File: src/rtl/fifo_rd_stream_adapter.sv
// fifo_rd_stream_adapter: FWFT FIFO read side to valid/ready stream via 2-entry buffer; FIFO_RD_STATS_EN adds word_cnt.
`ifndef DSIZE
`define DSIZE 8
`endif
module fifo_rd_stream_adapter #(
    parameter int DSIZE = `DSIZE
) (
    input  logic             rclk,
    input  logic             rrst,
    input  logic             drain_en,
    input  logic             rempty,
    input  logic [DSIZE-1:0] rdata,
    output logic             rinc,
    output logic             m_valid,
    output logic [DSIZE-1:0] m_data,
    input  logic             m_ready,
    output logic [1:0]       occupancy
`ifdef FIFO_RD_STATS_EN
    ,output logic [15:0]     word_cnt
`endif
);
    typedef enum logic [1:0] {EMPTY = 2'd0, ONE = 2'd1, FULL = 2'd2} state_t;
    state_t           r_state, w_next;
    logic [DSIZE-1:0] r_head, r_tail, w_head, w_tail;
    logic             w_push, w_pop;
    assign w_push    = !rrst && drain_en && !rempty && (r_state != FULL);
    assign w_pop     = m_valid && m_ready;
    assign rinc      = w_push;
    assign m_valid   = (r_state != EMPTY);
    assign m_data    = r_head;
    assign occupancy = r_state;
    always_comb begin
        w_next = state_t'(2'(r_state + {1'b0, w_push} - {1'b0, w_pop}));
        w_head = ((r_state == EMPTY || (r_state == ONE && w_pop)) && w_push) ? rdata :
                 (r_state == FULL && w_pop) ? r_tail : r_head;
        w_tail = (r_state == ONE && w_push && !w_pop) ? rdata : r_tail;
    end
    always_ff @(posedge rclk) begin
        if (rrst) r_state <= EMPTY;
        else r_state <= w_next;
    end
    always_ff @(posedge rclk) begin
        if (rrst) begin
            r_head <= '0;
            r_tail <= '0;
        end else begin
            r_head <= w_head;
            r_tail <= w_tail;
        end
    end
`ifdef FIFO_RD_STATS_EN
    logic [15:0] r_word_cnt;
    always_ff @(posedge rclk) begin
        if (rrst) r_word_cnt <= '0;
        else r_word_cnt <= r_word_cnt + 16'(w_pop);
    end
    assign word_cnt = r_word_cnt;
`endif
endmodule

File: config.mk
export PLATFORM = sky130hd
export DESIGN_NAME = fifo_rd_stream_adapter
export DESIGN_NICKNAME = d
export VERILOG_FILES = /design/src/rtl/fifo_rd_stream_adapter.sv
export SDC_FILE = /design/constraint.sdc
export NUM_CORES = 1
export LEC_CHECK = 0
export CELL_PAD_IN_SITES_DETAIL_PLACEMENT = 1
export CELL_PAD_IN_SITES_GLOBAL_PLACEMENT = 1
export CORE_ASPECT_RATIO = 1.4
export CORE_MARGIN = 1.5
export CORE_UTILIZATION = 37
export CTS_CLUSTER_SIZE = 14
export DETAILED_ROUTE_END_ITERATION = 7
export PLACE_DENSITY = 0.8
export SLEW_MARGIN = 25
export SYNTH_ARGS = -nofsm -noshare
export SYNTH_HDL_FRONTEND = slang
export SYNTH_SLANG_ARGS = --single-unit
File: constraint.sdc
create_clock -name rclk -period 3.8 [get_ports rclk]
set_input_delay 0.38 -clock rclk [delete_from_list [all_inputs] [get_ports rclk]]
set_output_delay 0.38 -clock rclk [all_outputs]
set_load 0.005 [all_outputs]
Word level (Yosys, flattened, before mapping)
Index checks and enable logic that the tools add are counted.
{ "classes": {"muxes": 2, "multipliers": 0, "eq_ne": 3, "shift": 0, "reduce_logical": 16, "div_mod_pow": 0, "magnitude_cmp": 0, "add_sub_neg": 2, "n_bitwise": 0} }
{ "ops": {"columns": ["cell", "n"], "rows": [
  ["$mux 8", 2],
  ["$logic_and 1x1->1", 9],
  ["$reduce_bool 2->1", 2],
  ["$logic_not 1->1", 3],
  ["$add 2x1->2", 1],
  ["$eq 2x1->1 const B", 1],
  ["$eq 2x2->1 const B", 1],
  ["$logic_not 2->1", 1],
  ["$ne 2x2->1 const B", 1],
  ["$sub 2x1->2", 1],
  ["$logic_or 1x1->1", 1]
]} }
{ "word_totals": {"ramBits": 0, "register_bits": 18, "latch_bits": 0, "romBits": 0, "output_inout_bits": 12, "elab_cells": 26, "inputBits": 13, "memories": 0} }

Depth between registers and ports, before layout
Gate-level depths: netlist of run 1.
{ "depth": {"ltp_word": 6, "mapped_depth": 6} }

Worst setup path after synthesis of run 1
OpenSTA, ideal clock, no wires.
{ "synth_timing": {"kind": "register to register", "startpoint": "reg r_state[1] (netlist: occupancy[1])", "endpoint": "reg r_head[5] (netlist: m_data[5])", "setup_time_ps": 132, "t_required_ps": 3668, "synth_period_minus_slack_ps": 1547, "path_slack_ps": 2253, "path_stages_with_launch": 7, "arrival_time_ps": 1415, "path_buffers": 3, "path_cell_list": "dfxtp_1 > buf_6 > or4b_4 > buf_6 > buf_8 > o211ai_2 > a21oi_1"} }
{ "synth_via": {"elab_chain_cells": 6, "word_cells_on_any_way": 13} }
{ "synth_rtl": {"columns": ["item", "line", "rtl"], "rows": [
  ["start, declared", "23", "state_t r_state, w_next;"],
  ["start signal, assigned", "40", "else r_state <= w_next;"],
  ["$reduce_bool 2->1", "29", "assign m_valid = (r_state != EMPTY);"],
  ["$logic_and 1x1->1", "27", "assign w_pop = m_valid && m_ready;"],
  ["$logic_and 1x1->1", "34", "w_head = ((r_state == EMPTY || (r_state == ONE && w_pop)) && w_push) ? rdata :"],
  ["$logic_or 1x1->1", "34", null],
  ["$logic_and 1x1->1", "34", null],
  ["$mux 8 / $reduce_bool 2->1 (equally long branches)", null, null],
  ["end signal, assigned", "47", "r_head <= w_head;"],
  ["end, declared", "24", "logic [DSIZE-1:0] r_head, r_tail, w_head, w_tail;"]
]} }
Parallel ways exist; a longest one is shown, timed or not.
A chain may end at the register's enable or synchronous reset.

Final worst setup path of run 1
{ "layout_timing": {"startpoint": "in rrst", "endpoint": "out rinc"} }
{ "layout_via": {"elab_chain_cells": 4} }
{ "layout_rtl": {"columns": ["item", "line", "rtl"], "rows": [
  ["start, declared", "9", "input logic rrst,"],
  ["$logic_not 1->1", "26", "assign w_push = !rrst && drain_en && !rempty && (r_state != FULL);"],
  ["$logic_and 1x1->1 (3 in a row)", "26", null],
  ["end, declared", "13", "output logic rinc,"]
]} }
No other way between the ends.

==> results of run 1 <==
[cell families after synthesis]
kind of cell | after synthesis | share of synthesized area
AO/OA/AOI/OAI | 45 | 0.3296
buffers and inverters | 11 | 0.08167
flip-flops | 18 | 0.4056
multiplexers | 1 | 0.01127
AND/OR/NAND/NOR | 21 | 0.1718
[worst max-delay path, stage by stage]
cell and delay (ps):
clkdlybuf4s50_1 820, nor3_1 330, clkdlybuf4s50_1 530
[final timing paths]
check | startpoint | endpoint | slack [ps] | depth (start not counted)
worst max-delay path | rrst | rinc | 1360 | 3
worst min-delay path | m_data[5] | m_data[5] | 480 | 2
worst max register to register | occupancy[1] | m_data[4] | 2050 | 3
worst min register to register | m_data[5] | m_data[5] | 480 | 2
[cell type report]
cell class,instances,area [sq um],share of cell area
Tap cell,22,27.53,0.02442
Multi-Input combinational cell,67,455.4,0.4040
Timing Repair Buffer,25,247.7,0.2198
Clock buffer,4,36.28,0.03219
Sequential cell,18,360.3,0.3196
[power by group through the flow]
stage	Clock, mW	Combinational (mW)	Sequential (mW)
floorplan	0	0.0273	0.201
global placement	0	0.0533	0.201
detailed placement	0	0.0543	0.202
CTS	0.130	0.0548	0.197
global route	0.139	0.0585	0.198
finish	0.126	0.0545	0.197
[stage by stage]
step,std cells,setup slack (ps),power [mW],util,instance area (sq um)
after detailed placement,132,1222,0.2559,0.4899,1091
after global placement,132,1293,0.2543,0.4899,1091
after floorplan,96,2253,0.2279,-,888.4
after CTS,136,1337,0.3822,0.5062,1127
final,136,1356,0.3781,0.5062,1127
after global routing,136,1283,0.3958,0.5062,1127
[cell usage after synthesis]
cell type	count	area [sq um]
nor4b_4	1	23.77
buf_8	1	15.01
nand2b_1	2	12.51
o211ai_2	2	25.02
o21ai_1	8	40.04
and3b_1	1	8.760
a21o_1	1	7.510
or2_2	1	6.260
nand3_1	8	40.04
o21bai_1	1	7.510
clkbuf_2	1	5.000
buf_2	3	15.01
o211ai_1	7	52.55
buf_6	2	22.52
nor4bb_1	1	10.01
mux2i_1	1	10.01
or4b_4	1	13.76
dfxtp_1	18	360.4
nor2b_1	2	12.51
clkbuf_1	3	11.26
nand3b_1	1	7.510
a21oi_1	18	90.09
buf_1	1	3.750
nand2_1	1	3.750
or3b_1	1	8.760
a32oi_1	8	70.07
nor3_1	1	5.000
[flip-flops by register name (all words and copies together), names as in the netlist]
signal	cells
r_tail	8
m_data	8
occupancy	2
[per-layer routing]
metal	global-route usage	vias to the layer above	wire [microns]	part of all wire
met4	0.1039	0	41	0.017
met5	0	-	0	0
met2	0.3277	17	1219	0.52
met3	0.02679	4	67	0.028
met1	0.2591	423	1030	0.44
li1	-	407	-	-
==> impl_metrics.tcl, run 1 <==
set metrics [dict create \
    outcome "finished, final reports clean" \
    synth_seq_cells 18 \
    hold_buffers 0 \
    setup_violations 0 \
    yosysWarningCount 0 \
    globalRouteTotalUtil 0.2017 \
    clk_pin_slew_ps 110 \
    num_rows 20 \
    ant_nets 0 \
    synthCells 96 \
    syn-num-nets 109 \
    cts_buffer_depth 2 \
    wl_per_cell_microns 17.35 \
    avgSynthCellArea_sq_um 9.254 \
    postCtsSetupRepairBufs 0 \
    ir_drop_mv 0.1929 \
    ys_types 27 \
    drc_errors 0 \
    antenna_found_initial 0 \
    area_growth_pct 26.90 \
    cts_buffers 3 \
    root_buffer "clkbuf_4" \
    finalHoldViolCount 0 \
    die_h_microns 60.98 \
    layout-drive-gt1-share 0.08772 \
    postRouteWirelength_microns 2359 \
    grt_max_degree 22 \
    tns_ps 0 \
    min-delay-path-class "register to register" \
    via_per_inst 6.257 \
    mostFrequentLayoutCells "clkdlybuf4s50_1, a21oi_1, dfxtp_1" \
    power_frac_comb 0.144 \
    path_class "input port to output port" \
    cp-start-kind "input port" \
    post-route-period-util 0.6431 \
    crit_fanout 21 \
    clkLatencyLatePin_ps 310 \
    layout_min_cycle_time_ps 2444 \
    nets 128 \
    htreeDepth 1 \
    vias 851 \
    initial_core_util 0.3989 \
    critical_path_arrival_ps 2060 \
    p_leak_nw 0.3583 \
    ctsResizeCount 0 \
    synthesis.area_sq_um 888.4 \
    drt_iter0_markers 30 \
    drt_pass1_iterations 6 \
    worstSetupEndpointType "output port" \
    core-area_sq_um 2227 \
    hpwl_microns 1546 \
    p_seq_frac 0.521 \
    rsz0062_at_grt "no" \
    grt_pass1_wl_microns 3884 \
    n_fill_cell 259 \
    cts_tree "yes" \
    die_w_microns 44.41 \
    max_cap_violations 0 \
    power_density_nw_per_um2 335.4 \
    io_pins 25 \
    drv_slew 0 \
    numPortBuffers 24 \
    switching_share 0.2569 \
    dieArea_sq_um 2708 \
    fmax_ghz 0.4092 \
    cts.sinks 18 \
    grt_pass1_vias 786 \
    max-slew-margin-rel 0.4492 \
    holdWs_ps 484.5 \
    crit_required_ps 3420 \
    skew_ps 5.346 \
    antenna-diode-count 0 \
    worstMarginPinSlew_ps 822.8 \
    clkPwrFrac 0.334 \
    final_common_cell "clkdlybuf4s50_1" \
    seq_area_frac_synth 0.4056 \
    switchingPower_mw 0.09713 \
    grt-ovfl-total 0 \
    place_congestion 0.6933 \
    p_int_mw 0.2810 \
]
Note: power is estimated with default switching activity, not from simulation.
==> inputs of run 2 (changes only) <==
CORE_UTILIZATION = 31   (was 37)
PLACE_DENSITY = 0.72   (was 0.8)
clock period = 2 ns   (was 3.8 ns; I/O delays follow)
==> run 2 against run 1 <==
Clock skew rose by 2.1 ps. Via count rose by 1.3%. Die area rose by 18%. Largest power group unchanged. Register-to-register slack got worse by 1600 ps. Critical path type is now register to output port. Final cell count rose by 13%.
==> impl_metrics.tcl, run 2 (same netlist as run 1, synthesis figures left out) <==
set metrics [dict create \
    outcome "finished, final reports clean" \
    area_growth_pct 32.25 \
    setup_violations 0 \
    grt-ovfl-total 0 \
    path_cells "nor2b_1 -> nor3_1 -> clkdlybuf4s50_1" \
    globalRouteTotalUtil 0.1666 \
    n_fill_cell 324 \
    rsz0062_at_grt "no" \
    rr_worst_depth 3 \
    hold_depth 2 \
    numPortBuffers 24 \
    crit_cells 3 \
    root_buffer "clkbuf_4" \
    slowest_delay_ps 530 \
    die_h_microns 66.34 \
    drt_iter0_markers 25 \
    core-area_sq_um 2670 \
    tns_ps 0 \
    ir_drop_mv 0.3592 \
    cts.sinks 18 \
    nets 132 \
    path_class "register to output port" \
    postRouteWirelength_microns 2353 \
    clk_pin_slew_ps 100 \
    initial_core_util 0.3327 \
    die_w_microns 48.24 \
    layout-drive-gt1-share 0.1186 \
    vias 862 \
    clkLatencyLatePin_ps 290 \
    dieArea_sq_um 3200 \
    finalHoldViolCount 0 \
    p_leak_nw 0.3786 \
    wl_per_cell_microns 15.28 \
    min-delay-path-class "register to register" \
    fin_util 0.4400 \
    cp_slowest_cell "clkdlybuf4s50_1" \
    fmax_ghz 0.5473 \
    worstMarginPinSlew_ps 627.6 \
    drt_pass1_iterations 4 \
    final.setup.worst_slack_ps 172.7 \
    cts_buffers 3 \
    crit_family "buffers and inverters" \
    ctsResizeCount 0 \
    io_pins 25 \
    cts_buffer_depth 2 \
    worstSetupEndpointType "output port" \
    htreeDepth 1 \
    skew_ps 7.450 \
    grt_pass1_wl_microns 3912 \
    grt_pass1_vias 892 \
    max-slew-margin-rel 0.5816 \
    drc_errors 0 \
    crit_required_ps 1800 \
    critical_path_arrival_ps 1630 \
    regArea_sq_um 360.3 \
    finalInstanceArea_sq_um 1175 \
    ant_nets 0 \
    place_area_sq_um 1139 \
    grt_max_degree 19 \
    layout_min_cycle_time_ps 1827 \
    via_per_inst 5.597 \
    crit_fanout 11 \
    mostFrequentLayoutCells "clkdlybuf4s50_1, a21oi_1, dfxtp_1" \
    cts_tree "yes" \
    num_rows 22 \
    postCtsSetupRepairBufs 0 \
    final_common_cell "clkdlybuf4s50_1" \
    hpwl_microns 1622 \
    hold_buffers 0 \
    antenna_found_initial 0 \
    cp-start-kind "register" \
    power_density_nw_per_um2 602.7 \
    post-route-period-util 0.9136 \
    holdWs_ps 484.9 \
    crit_buf_inv 1 \
    place_ws_ps 169.7 \
    multi_input_area_sq_um 455.4 \
    antenna-diode-count 0 \
    max_cap_violations 0 \
    place_congestion 0.7634 \
    drv_slew 0 \
]
run 2: changes by cell type in the layout (fill, tap and decap cells not counted):
cell and delta:
buf_4 +4
run 2: through the flow:
stage / power, mW / instances
after floorplan: 0.4331 / 96
after global placement: 0.4890 / 150
after detailed placement: 0.4919 / 150
after CTS: 0.7174 / 154
after global routing: 0.7431 / 154
final: 0.7081 / 154
run 2: final timing paths:
check                    start   endpoint  slack (ps)
hold reg to reg      m_data[5]  m_data[5]         480
setup / recovery  occupancy[1]       rinc         170
setup reg to reg  occupancy[1]  m_data[1]         450
hold / removal       m_data[5]  m_data[5]         480
run 2: layout make-up:
cell class	count	area share
Multi-Input combinational cell	67	0.3876
Sequential cell	18	0.3067
Clock buffer	4	0.03088
Tap cell	36	0.03834
Timing Repair Buffer	29	0.2364
run 2: tightest hold or removal path, delay by kind of cell (launching register included):
| kind | cells | cell delay (ps) |
|---|---|---|
| flops | 1 | 330 |
| compound gates | 2 | 110 |
run 2: metal layers:
layer  vias to the layer above  global-route usage  part of all wire
li1                        418                   -                 -
met1                       430              0.2050              0.45
met2                        12              0.2878              0.52
met3                         2             0.02459             0.019
met4                         0             0.04054            0.0064
met5                         -                   0                 0
run 2: power by group:
part,leakage [nW],internal (mW),switching (mW),total (mW)
clock network,0.0210,0.111,0.114,0.225
registers,0.146,0.367,0.00729,0.374
logic,0.212,0.0605,0.0491,0.110
total,0.379,0.538,0.170,0.708
